### src/rtl/adc_capture_if.sv
// Pin and sample bundle between the LTC2308 capture controller and its neighbours.
// The master side is the controller: it drives the ADC strobes and the held sample.
interface adc_capture_if;
  logic        enable;
  logic        adc_convst;
  logic        adc_sclk;
  logic        adc_din;
  logic        adc_dout;
  logic [11:0] data;
  logic        data_valid;
  logic        busy;

  modport master (
    input  enable, adc_dout,
    output adc_convst, adc_sclk, adc_din, data, data_valid, busy
  );

  modport slave (
    output enable, adc_dout,
    input  adc_convst, adc_sclk, adc_din, data, data_valid, busy
  );
endinterface

### src/rtl/adc_capture.sv
// Free-running LTC2308 controller: CONVST pulse, conversion wait, 12-bit SPI frame,
// then a held sample with a one-cycle valid strobe. All outputs come straight from flops.
module adc_capture #(
  parameter int         CLK_DIV     = 2,
  parameter int         CONV_CYCLES = 80,
  parameter logic [2:0] CHANNEL     = 3'd0,
  parameter logic       UNIPOLAR    = 1'b1
) (
  input  logic          clock,
  input  logic          reset,
  adc_capture_if.master bus
);

  typedef enum logic [2:0] {
    ST_IDLE,
    ST_CONV,
    ST_WAIT,
    ST_SHIFT,
    ST_DONE
  } state_t;

  localparam int CNT_MAX = (CONV_CYCLES > 2 * CLK_DIV) ? CONV_CYCLES : 2 * CLK_DIV;
  localparam int CNT_W   = $clog2(CNT_MAX + 1);

  // Serial DIN sequence, first bit in [11]: {S/D, O/S, S1, S0, UNI, SLP} then six zeros.
  localparam logic [11:0] DIN_SEQ = {1'b1, CHANNEL[0], CHANNEL[2], CHANNEL[1],
                                     UNIPOLAR, 1'b0, 6'b000000};

  state_t             state_reg;
  logic [CNT_W-1:0]   cnt_reg;
  logic [3:0]         bit_reg;
  logic [11:0]        shift_reg;
  logic               first_frame_reg;
  logic               convst_reg;
  logic               sclk_reg;
  logic               din_reg;
  logic [11:0]        data_reg;
  logic               data_valid_reg;
  logic               busy_reg;

  always_ff @(posedge clock) begin
    if (reset) begin
      state_reg       <= ST_IDLE;
      cnt_reg         <= '0;
      bit_reg         <= '0;
      shift_reg       <= '0;
      first_frame_reg <= 1'b1;
      convst_reg      <= 1'b0;
      sclk_reg        <= 1'b0;
      din_reg         <= 1'b0;
      data_reg        <= 12'h000;
      data_valid_reg  <= 1'b0;
      busy_reg        <= 1'b0;
    end else begin
      data_valid_reg <= 1'b0;
      unique case (state_reg)
        ST_IDLE: begin
          if (bus.enable) begin
            state_reg  <= ST_CONV;
            convst_reg <= 1'b1;
            busy_reg   <= 1'b1;
            cnt_reg    <= '0;
          end
        end
        ST_CONV: begin
          if (cnt_reg == CNT_W'(1)) begin
            state_reg  <= ST_WAIT;
            convst_reg <= 1'b0;
            cnt_reg    <= '0;
          end else begin
            cnt_reg <= cnt_reg + CNT_W'(1);
          end
        end
        ST_WAIT: begin
          if (cnt_reg == CNT_W'(CONV_CYCLES - 1)) begin
            state_reg <= ST_SHIFT;
            cnt_reg   <= '0;
            bit_reg   <= '0;
            din_reg   <= DIN_SEQ[11];
          end else begin
            cnt_reg <= cnt_reg + CNT_W'(1);
          end
        end
        ST_SHIFT: begin
          // cnt_reg is the phase within one SCLK period: low half first, then high half.
          if (cnt_reg == CNT_W'(2 * CLK_DIV - 1)) begin
            sclk_reg <= 1'b0;
            cnt_reg  <= '0;
            if (bit_reg == 4'd11) begin
              state_reg <= ST_DONE;
              din_reg   <= 1'b0;
            end else begin
              bit_reg <= bit_reg + 4'd1;
              din_reg <= DIN_SEQ[4'd10 - bit_reg];
            end
          end else begin
            if (cnt_reg == CNT_W'(CLK_DIV - 1)) begin
              sclk_reg  <= 1'b1;
              shift_reg <= {shift_reg[10:0], bus.adc_dout};
            end
            cnt_reg <= cnt_reg + CNT_W'(1);
          end
        end
        ST_DONE: begin
          // The ADC applies a config word one frame late, so the first result is stale.
          if (!first_frame_reg) begin
            data_reg       <= shift_reg;
            data_valid_reg <= 1'b1;
          end
          first_frame_reg <= 1'b0;
          cnt_reg         <= '0;
          if (bus.enable) begin
            state_reg  <= ST_CONV;
            convst_reg <= 1'b1;
          end else begin
            state_reg <= ST_IDLE;
            busy_reg  <= 1'b0;
          end
        end
        default: begin
          state_reg <= ST_IDLE;
          busy_reg  <= 1'b0;
        end
      endcase
    end
  end

  assign bus.adc_convst = convst_reg;
  assign bus.adc_sclk   = sclk_reg;
  assign bus.adc_din    = din_reg;
  assign bus.data       = data_reg;
  assign bus.data_valid = data_valid_reg;
  assign bus.busy       = busy_reg;

endmodule
### src/flat_wrapper.sv
// flat-port wrapper written by rule: the top's interface ports become plain ports
module adc_capture_flat 
#(
  parameter int         CLK_DIV     = 2,
  parameter int         CONV_CYCLES = 80,
  parameter logic [2:0] CHANNEL     = 3'd0,
  parameter logic       UNIPOLAR    = 1'b1
)
  (clock, reset, bus_enable, bus_adc_dout, bus_adc_convst, bus_adc_sclk, bus_adc_din, bus_data, bus_data_valid, bus_busy);
  adc_capture_if bus_i ();
  input  logic clock;
  input  logic reset;
  input wire logic [$bits(bus_i.enable)-1:0] bus_enable;
  input wire logic [$bits(bus_i.adc_dout)-1:0] bus_adc_dout;
  output wire logic [$bits(bus_i.adc_convst)-1:0] bus_adc_convst;
  output wire logic [$bits(bus_i.adc_sclk)-1:0] bus_adc_sclk;
  output wire logic [$bits(bus_i.adc_din)-1:0] bus_adc_din;
  output wire logic [$bits(bus_i.data)-1:0] bus_data;
  output wire logic [$bits(bus_i.data_valid)-1:0] bus_data_valid;
  output wire logic [$bits(bus_i.busy)-1:0] bus_busy;
  assign bus_i.enable = bus_enable;
  assign bus_i.adc_dout = bus_adc_dout;
  assign bus_adc_convst = bus_i.adc_convst;
  assign bus_adc_sclk = bus_i.adc_sclk;
  assign bus_adc_din = bus_i.adc_din;
  assign bus_data = bus_i.data;
  assign bus_data_valid = bus_i.data_valid;
  assign bus_busy = bus_i.busy;
  adc_capture #(.CLK_DIV(CLK_DIV), .CONV_CYCLES(CONV_CYCLES), .CHANNEL(CHANNEL), .UNIPOLAR(UNIPOLAR)) u_core (.clock(clock), .reset(reset), .bus(bus_i));
endmodule
### config.mk
export PLATFORM = sky130hd
export DESIGN_NAME = adc_capture_flat
export DESIGN_NICKNAME = d
export VERILOG_FILES = /design/src/rtl/adc_capture_if.sv /design/src/rtl/adc_capture.sv /design/src/flat_wrapper.sv
export SDC_FILE = /design/constraint.sdc
export NUM_CORES = 1
export LEC_CHECK = 0
export ABC_AREA = 1
export BUFFER_PORTS_ARGS = -buffer_cell sky130_fd_sc_hd__buf_2
export CAP_MARGIN = 20
export CELL_PAD_IN_SITES_DETAIL_PLACEMENT = 1
export CELL_PAD_IN_SITES_GLOBAL_PLACEMENT = 1
export CORE_ASPECT_RATIO = 1.75
export CORE_MARGIN = 10
export CORE_UTILIZATION = 42
export DETAILED_ROUTE_END_ITERATION = 8
export PLACE_DENSITY_LB_ADDON = 0.1
export SYNTH_ARGS = -nofsm -noshare
export SYNTH_HDL_FRONTEND = slang
export SYNTH_SLANG_ARGS = --single-unit
### constraint.sdc
create_clock -name clock -period 2 [get_ports clock]
set_clock_uncertainty 0.05 [all_clocks]
set_input_delay 0.4 -clock clock [delete_from_list [all_inputs] [get_ports clock]]
set_output_delay 0.4 -clock clock [all_outputs]
set_load 0.01 [all_outputs]
==> impl_metrics.csv, run 1 <==
group,metric,value,unit
sta,max-slew-margin-rel,0.6389,
grt,first_global_vias,1848,
sta,drv_slew,0,
sta,fmax,549.7,MHz
cells_and_area,final_common_cell,"inv_1",
grt,gr-usage-met1,0.1162,
synth,syn-cell-area,2029,um^2
cells_and_area,final_area,2323,um^2
setup_path,critPathSlowestCell,"dfxtp_1",
sta,setup_ws,0.1809,ns
setup_path,crit_type,"flip-flop to flip-flop",
placement,portBuffers,20,
job,max-cap-violations,0,
power,max-vdd-ir-drop,0.6497,mV
cells_and_area,diodes,0,
synth,synth_cell_types,24,
floorplanning,initial_core_util,0.4350,
cells_and_area,num-fill-cells,619,
placement,dpl-instance-area,2193,um^2
placement,dp_slack,0.1329,ns
sta,tns,0,ns
sta,fin_crit_sh,0.9095,
routing,drt-initial-drc-count,103,
setup_path,endpoint_kind,"flip-flop",
sta,hold_viol,0,
synth,avgSynthCellArea,7.274,um^2
synth,syn_nets,287,
routing,via_count,1817,
floorplanning,ios,21,
sta,setup_viol,0,
clock_tree,clkTransAtPathRegs,0.09,ns
grt,grt.busiest_layer,"met2",
clock_tree,post-cts-setup-buffers,0,
floorplanning,core_area,4666,um^2
sta,period_needed,1.819,ns
floorplanning,die_x,72.55,um
placement,dpl.hpwl,3739,um
routing,drc,0,
grt,antenna_found_initial,0,
clock_tree,cts-root-buf,"clkbuf_8",
clock_tree,cts_tree,"done",
setup_path,startpoint_type,"flip-flop",
grt,grtUsageTotal,0.1229,
cells_and_area,final_cell_mix,"inv_1 (53), dfxtp_1 (44), nand2_1 (41), a21oi_1 (30), o21ai_0 (24)",
floorplanning,die_h,112.0,um
routing,wirelength,4688,um
routing,viasPerCell,5.104,
sta,grt_setup_unrepaired,"no",
power,power_leakage,0.9991,nW
setup_path,arrival,1.96,ns
synth,syn_inst,279,
routing,first_pass_iters,4,
grt,grt_pass1_wl,8307,um
floorplanning,dieArea,8122,um^2
cells_and_area,multi_input_area,894.6,um^2
placement,routabilityCongestion,0.8273,
clock_tree,cts_buffers,5,
routing,wl_per_cell,13.17,um
clock_tree,cts.sinks,44,
setup_path,critPathMaxStageDelay,0.41,ns
min_path,hp-class,"primary input to flip-flop",
grt,met3_usage,0.03022,
sta,tightest_slew,0.5381,ns
grt,gr-total-overflow,0,
synth,yosys_warnings,0,
setup_path,critPathBufInv,0,
power,power_density,1051,nW/um^2
grt,grt_use_met2,0.2317,
setup_path,path_cells,"ha_1 > nand3_1 > o21ai_4 > nand3_2 > o21ai_0 > nor2_1",
cells_and_area,drive_above_1_share,0.1809,
cells_and_area,syn_to_final_growth,14.49,%
setup_path,worstPathRequired,2.14,ns
cells_and_area,ff_latch_area,880.8,um^2
setup_path,critPathTopFamily,"compound AO/OA/AOI/OAI gates",
clock_tree,clk_path_buf_depth,2,
clock_tree,worstSkewPairLatency,0.31,ns
floorplanning,num_rows,33,
clock_tree,htreeDepth,2,
grt,grt_max_degree,27,
cells_and_area,fin_util,0.4980,
routing,ant_nets,0,
synth,ys_ff_latch,44,
run_status,status,"completed",
cells_and_area,num-nets-final,311,
setup_path,cp_max_fo,7,
synth,ys_seq_area_frac,0.4340,
==> area by class of cell <==
type                       count  area share
multi-input combinational    170      0.3850
tap                           52     0.02800
sequential                    44      0.3791
clock inverter                 3     0.01992
clock buffer                   5     0.02962
timing repair buffer          26     0.06785
inverter                      56     0.09047
==> stage by stage <==
step	power, W	instances	hold slack, ns
2_1_floorplan	0.001542	279	0.3610
3_3_place_gp	0.001732	348	0.3705
3_5_place_dp	0.001750	348	0.3806
4_1_cts	0.002460	356	0.3286
5_1_grt	0.002613	356	0.3610
6_report	0.002441	356	0.3317
==> worst register-to-register path: cells and delay by family, from the launching register on <==
kind	cells	cell delay [ns]
AO/OA/AOI/OAI	2	0.54
flip-flops	1	0.41
AND/OR/NAND/NOR	3	0.48
adder cells (fa/ha/maj)	1	0.23
==> where the power goes <==
part	switching (W)	total [W]	internal (W)
clock network	0.000333	0.000709	0.000377
registers	0.0000985	0.00107	0.000968
logic	0.000442	0.000665	0.000223
==> synth_stat cells <==
library cell	count	area [um^2]
nor2_1	21	78.83
buf_2	2	10.01
a21oi_2	7	61.31
xnor2_1	2	17.52
nor3_1	2	10.01
buf_6	3	33.78
ha_1	4	50.05
dfxtp_1	44	880.8
nand2_1	42	157.7
a21oi_1	30	150.1
a31oi_1	1	6.260
a21o_1	1	7.510
xor2_1	2	17.52
or2_1	1	6.260
nand3_1	11	55.05
o21ai_0	24	120.1
nand3_2	1	10.01
o21ai_2	4	35.03
o21ai_1	8	40.04
clkbuf_1	4	15.01
inv_2	3	11.26
inv_1	53	198.9
nor2_2	4	25.02
nand4_1	5	31.28
==> logic make-up after synthesis <==
| kind of cell | synth area share |
|---|---|
| flops | 0.4340 |
| compound gates | 0.2072 |
| xor+xnor | 0.01727 |
| buf+inv | 0.1325 |
| fa+ha+maj | 0.02466 |
| simple gates | 0.1843 |
==> worst paths after layout <==
check / start / to / slack, ns / cells after the start
worst max-delay path: u_core.cnt_reg[0]$_SDFFE_PP0P_ / u_core.bit_reg[1]$_SDFFE_PP0P_ / 0.18 / 6
worst max register to register: u_core.cnt_reg[0]$_SDFFE_PP0P_ / u_core.bit_reg[1]$_SDFFE_PP0P_ / 0.18 / 6
worst min-delay path: bus_adc_dout / u_core.shift_reg[0]$_SDFFE_PP0P_ / 0.33 / 3
worst min register to register: u_core.bus.data[2]$_SDFFE_PP0P_ / u_core.bus.data[2]$_SDFFE_PP0P_ / 0.39 / 2
==> repair_timing <==
action | in CTS | in global routing
gates resized for setup | 0 | 3
hold buffers | 0 | 0
setup endpoints to repair | 0 | 6
==> routing by layer <==
metal  share of wire  up-vias
met5               0        -
met4           0.028        0
met3           0.031       11
met2            0.56       18
met1            0.38      857
li1                -      931
Note: power is estimated with default switching activity, not from simulation.
==> inputs of run 2 (changes only) <==
Settings changed: RECOVER_POWER from default to 100.
==> impl_metrics.csv, run 2 (synthesis results as in run 1) <==
group,metric,value,unit
run_status,status,"completed",
clock_tree,cts-root-buf,"clkbuf_8",
clock_tree,post-cts-setup-buffers,0,
floorplanning,die_x,72.55,um
grt,grt_pass1_wl,8307,um
cells_and_area,fin_util,0.4899,
grt,grtUsageTotal,0.1229,
power,clkPwrFrac,0.292,
routing,wirelength,4711,um
routing,viasPerCell,5.104,
setup_path,arrival,1.97,ns
routing,wl_met2,2621,um
floorplanning,ios,21,
clock_tree,clk_path_buf_depth,2,
setup_path,cp_max_fo,7,
sta,setup_ws,0.1754,ns
setup_path,endpoint_kind,"flip-flop",
cells_and_area,final_common_cell,"inv_1",
power,power_density,1062,nW/um^2
power,combPwrFrac,0.269,
power,power_leakage,0.9202,nW
routing,wl_met1,1802,um
cells_and_area,syn_to_final_growth,12.64,%
setup_path,crit_type,"flip-flop to flip-flop",
sta,max-slew-margin-rel,0.6383,
placement,dp_slack,0.1329,ns
clock_tree,cts_buffers,5,
floorplanning,initial_core_util,0.4350,
cells_and_area,num-nets-final,311,
grt,gr-total-overflow,0,
cells_and_area,num-fill-cells,614,
grt,antenna_found_initial,0,
sta,fmax,548.1,MHz
clock_tree,postCtsHoldBufs,0,
placement,portBuffers,20,
placement,routabilityCongestion,0.8273,
cells_and_area,diodes,0,
power,switching_share,0.3575,
setup_path,critPathSlowestCell,"dfxtp_1",
power,max-vdd-ir-drop,0.6420,mV
placement,dpl.hpwl,3739,um
floorplanning,dieArea,8122,um^2
power,seqPwrFrac,0.438,
routing,via_count,1817,
setup_path,startpoint_type,"flip-flop",
setup_path,critPathTopFamily,"compound AO/OA/AOI/OAI gates",
routing,first_pass_iters,4,
routing,top_layer,"met4",
setup_path,critPathMaxStageDelay,0.41,ns
floorplanning,die_h,112.0,um
setup_path,path_cells,"ha_1 > nand3_1 > o21ai_4 > nand3_2 > o21ai_0 > nor2_1",
sta,fin_crit_sh,0.9123,
clock_tree,htreeDepth,2,
sta,tightest_slew,0.5389,ns
routing,drt-initial-drc-count,82,
sta,setup_viol,0,
floorplanning,num_rows,33,
placement,place_inst,348,
grt,first_global_vias,1848,
cells_and_area,final_cells,356,
setup_path,critPathBufInv,0,
clock_tree,worstSkewPairLatency,0.31,ns
sta,drv_slew,0,
setup_path,worstPathRequired,2.14,ns
power,intPower,0.001559,W
sta,hold_viol,0,
sta,grt_setup_unrepaired,"no",
cells_and_area,final_area,2286,um^2
routing,wl_met3,153,um
clock_tree,cts_tree,"done",
clock_tree,clkTransAtPathRegs,0.09,ns
clock_tree,cts.sinks,44,
sta,period_needed,1.825,ns
routing,ant_nets,0,
cells_and_area,final_cell_mix,"inv_1 (53), dfxtp_1 (44), nand2_1 (41), o21ai_0 (34), a21oi_1 (30)",
placement,dpl-instance-area,2193,um^2
cells_and_area,drive_above_1_share,0.1086,
floorplanning,core_area,4666,um^2
min_path,hp-class,"primary input to flip-flop",
job,max-cap-violations,0,
sta,tns,0,ns
routing,wl_per_cell,13.23,um
clock_tree,cts_resized,0,
grt,grt_max_degree,27,
power,netSwitchingPower,0.0008679,W
routing,drc,0,
==> run 2: cell count changes in the layout (fill, tap and decap cells not counted) <==
cell,before,now
o21ai_0,24,34
o21ai_1,8,1
nor2_1,21,23
nor2_2,4,2
o21ai_2,3,0
buf_2,20,3
clkbuf_1,0,17
==> run 2: path summary, 6_finish.rpt <==
kind                                             from                             endpoint  slack [ns]  cells past startpoint
setup / recovery       u_core.cnt_reg[0]$_SDFFE_PP0P_       u_core.bit_reg[1]$_SDFFE_PP0P_        0.18                      6
hold / removal                           bus_adc_dout     u_core.shift_reg[0]$_SDFFE_PP0P_        0.33                      3
setup reg to reg       u_core.cnt_reg[0]$_SDFFE_PP0P_       u_core.bit_reg[1]$_SDFFE_PP0P_        0.18                      6
hold reg to reg   u_core.first_frame_reg$_SDFFE_PP1N_  u_core.first_frame_reg$_SDFFE_PP1N_        0.39                      2
==> run 2: layout make-up <==
cell class | instances | area (um^2) | share of cell area
clock buffers | 5 | 68.82 | 0.03010
clock inverters | 3 | 46.29 | 0.02025
inverters | 56 | 210.2 | 0.09195
multi-input cells | 170 | 878.3 | 0.3842
flip-flops and latches | 44 | 880.8 | 0.3853
well taps | 52 | 65.06 | 0.02846
repair buffers | 26 | 136.4 | 0.05966
==> run 2: stage by stage <==
step	power [W]	hold WS, ns
detailed placement	0.001750	0.3806
global placement	0.001732	0.3705
CTS	0.002460	0.3286
global route	0.002598	0.3610
finish	0.002427	0.3309
floorplan	0.001542	0.3610
==> run 2: power groups by stage <==
| stage | clock network (W) | registers [W] | logic [W] |
|---|---|---|---|
| after floorplan | 0 | 0.00107 | 0.000467 |
| after global placement | 0 | 0.00108 | 0.000648 |
| after global routing | 0.000759 | 0.00108 | 0.000758 |
| final | 0.000710 | 0.00106 | 0.000654 |
| after detailed placement | 0 | 0.00109 | 0.000662 |
| after CTS | 0.000727 | 0.00107 | 0.000665 |
==> run 2: metal layers <==
layer | track usage | up-vias
met5 | 0 | -
li1 | - | 930
met1 | 0.1162 | 859
met2 | 0.2317 | 18
met4 | 0.05725 | 0
met3 | 0.03022 | 10
==> run 2: worst min-delay path, stage by stage <==
cell and delay [ns]:
buf_2 0.08, o21ai_0 0.07, a21oi_1 0.11
==> inputs of run 3 (changes only) <==
Settings changed: CORE_UTILIZATION 42 to 45.
Clock period 2 ns to 2.1 ns, I/O delays scaled along.
==> impl_metrics.csv, run 3 (synthesis results as in run 1) <==
group,metric,value,unit
run_status,status,"completed",
clock_tree,clkTransAtPathRegs,0.08,ns
routing,wirelength,4843,um
min_path,min_path_cells,3,
floorplanning,core_area,4404,um^2
grt,grt_pass1_wl,8211,um
grt,gr-total-overflow,0,
floorplanning,initial_core_util,0.4608,
setup_path,critPathBufInv,1,
sta,fin_crit_sh,0.8954,
grt,met3_usage,0.02730,
setup_path,critPathSlowestCell,"dfxtp_1",
cells_and_area,multi_input_area,859.6,um^2
sta,period_needed,1.880,ns
setup_path,critPathMaxStageDelay,0.40,ns
setup_path,r2r_cells,8,
sta,hold_viol,0,
power,max-vdd-ir-drop,0.8317,mV
floorplanning,num_rows,32,
placement,dp_slack,0.2142,ns
placement,portBuffers,20,
routing,drc,0,
sta,tightest_slew,0.8384,ns
routing,first_pass_iters,4,
grt,grt.busiest_layer,"met2",
clock_tree,postCtsHoldBufs,0,
cells_and_area,diodes,0,
power,power_leakage,0.9073,nW
power,power.total,0.002264,W
routing,wl_per_cell,13.64,um
cells_and_area,final_cell_mix,"inv_1 (54), dfxtp_1 (44), nand2_1 (42), o21ai_0 (32), a21oi_1 (30)",
setup_path,worst-path-stages,8,
routing,drt-initial-drc-count,101,
clock_tree,worstSkewPairLatency,0.30,ns
sta,max-slew-margin-rel,0.4352,
cells_and_area,final_common_cell,"inv_1",
grt,first_global_vias,1921,
sta,drv_slew,0,
setup_path,startpoint_type,"flip-flop",
routing,viasPerCell,5.042,
sta,grt_setup_unrepaired,"no",
clock_tree,cts_tree,"done",
clock_tree,post-cts-setup-buffers,0,
floorplanning,die_h,108.8,um
min_path,hp-class,"primary input to flip-flop",
placement,dpl.hpwl,3798,um
cells_and_area,syn_to_final_growth,10.91,%
setup_path,crit_top_cell,"nand2_1",
placement,routabilityCongestion,0.8034,
setup_path,path_cells,"ha_1 > nand3_1 > o21ai_2 > clkbuf_1 > nand4_1 > nand2_1 > nand2_1 > nor2_1",
floorplanning,ios,21,
job,max-cap-violations,0,
routing,ant_nets,0,
clock_tree,htreeDepth,2,
grt,grt_use_met2,0.2676,
floorplanning,die_x,70.77,um
cells_and_area,num-nets-final,311,
setup_path,cp_max_fo,5,
sta,tns,0,ns
grt,grt_max_degree,28,
grt,gr-usage-met1,0.1102,
setup_path,arrival,2.07,ns
setup_path,worstPathRequired,2.29,ns
floorplanning,dieArea,7702,um^2
sta,hold_ws,0.3725,ns
grt,antenna_found_initial,0,
sta,fmax,531.8,MHz
setup_path,endpoint_kind,"flip-flop",
clock_tree,cts_buffers,5,
setup_path,critPathTopFamily,"simple AND/OR/NAND/NOR gates",
cells_and_area,num-fill-cells,572,
cells_and_area,drive_above_1_share,0.08882,
clock_tree,clk_path_buf_depth,2,
sta,setup_ws,0.2196,ns
cells_and_area,ff_latch_area,880.8,um^2
sta,setup_viol,0,
clock_tree,cts.sinks,44,
clock_tree,cts-root-buf,"clkbuf_8",
routing,via_count,1790,
power,power_density,1006,nW/um^2
grt,grtUsageTotal,0.1296,
setup_path,crit_type,"flip-flop to flip-flop",
run 3: repair_timing:
item                                   in CTS  in global routing
setup endpoints to repair                   0                  2
gates resized for setup                     0                  1
endpoints found under the hold margin       0                  0
run 3: worst paths after layout:
check,from,endpoint,slack [ns]
setup reg to reg,u_core.cnt_reg[1]$_SDFFE_PP0P_,u_core.state_reg[0]$_SDFFE_PP0P_,0.22
setup / recovery,u_core.cnt_reg[1]$_SDFFE_PP0P_,u_core.state_reg[0]$_SDFFE_PP0P_,0.22
hold / removal,bus_adc_dout,u_core.shift_reg[0]$_SDFFE_PP0P_,0.37
hold reg to reg,u_core.shift_reg[11]$_SDFFE_PP0P_,u_core.shift_reg[11]$_SDFFE_PP0P_,0.39
run 3: power breakdown:
| part | leakage [nW] | internal [W] | total (W) | switching [W] |
|---|---|---|---|---|
| combinational | 0.496 | 0.000199 | 0.000609 | 0.000409 |
| clock | 0.0552 | 0.000353 | 0.000644 | 0.000291 |
| sequential | 0.356 | 0.000922 | 0.00101 | 0.0000893 |
run 3: cell type report:
class | count | share of cell area
timing repair buffer | 26 | 0.05725
tap | 51 | 0.02835
multi-input combinational | 170 | 0.3819
clock inverter | 2 | 0.01556
clock buffer | 6 | 0.03224
inverter | 56 | 0.09339
sequential | 44 | 0.3913
run 3: routing by layer:
layer,up-vias,share of wire
li1,931,-
met1,831,0.37
met2,19,0.57
met3,9,0.033
met4,0,0.024
met5,-,0
run 3: worst min-delay path, stage by stage:
cell and delay, ns:
buf_2 0.08, o21ai_0 0.07, a21oi_1 0.12
run 3: stage by stage:
| step | util | area [um^2] | cells |
|---|---|---|---|
| after floorplan | - | 2029 | 279 |
| after global placement | 0.4977 | 2192 | 347 |
| after detailed placement | 0.4977 | 2192 | 347 |
| after CTS | 0.5222 | 2300 | 355 |
| after global routing | 0.5111 | 2251 | 355 |
| final | 0.5111 | 2251 | 355 |
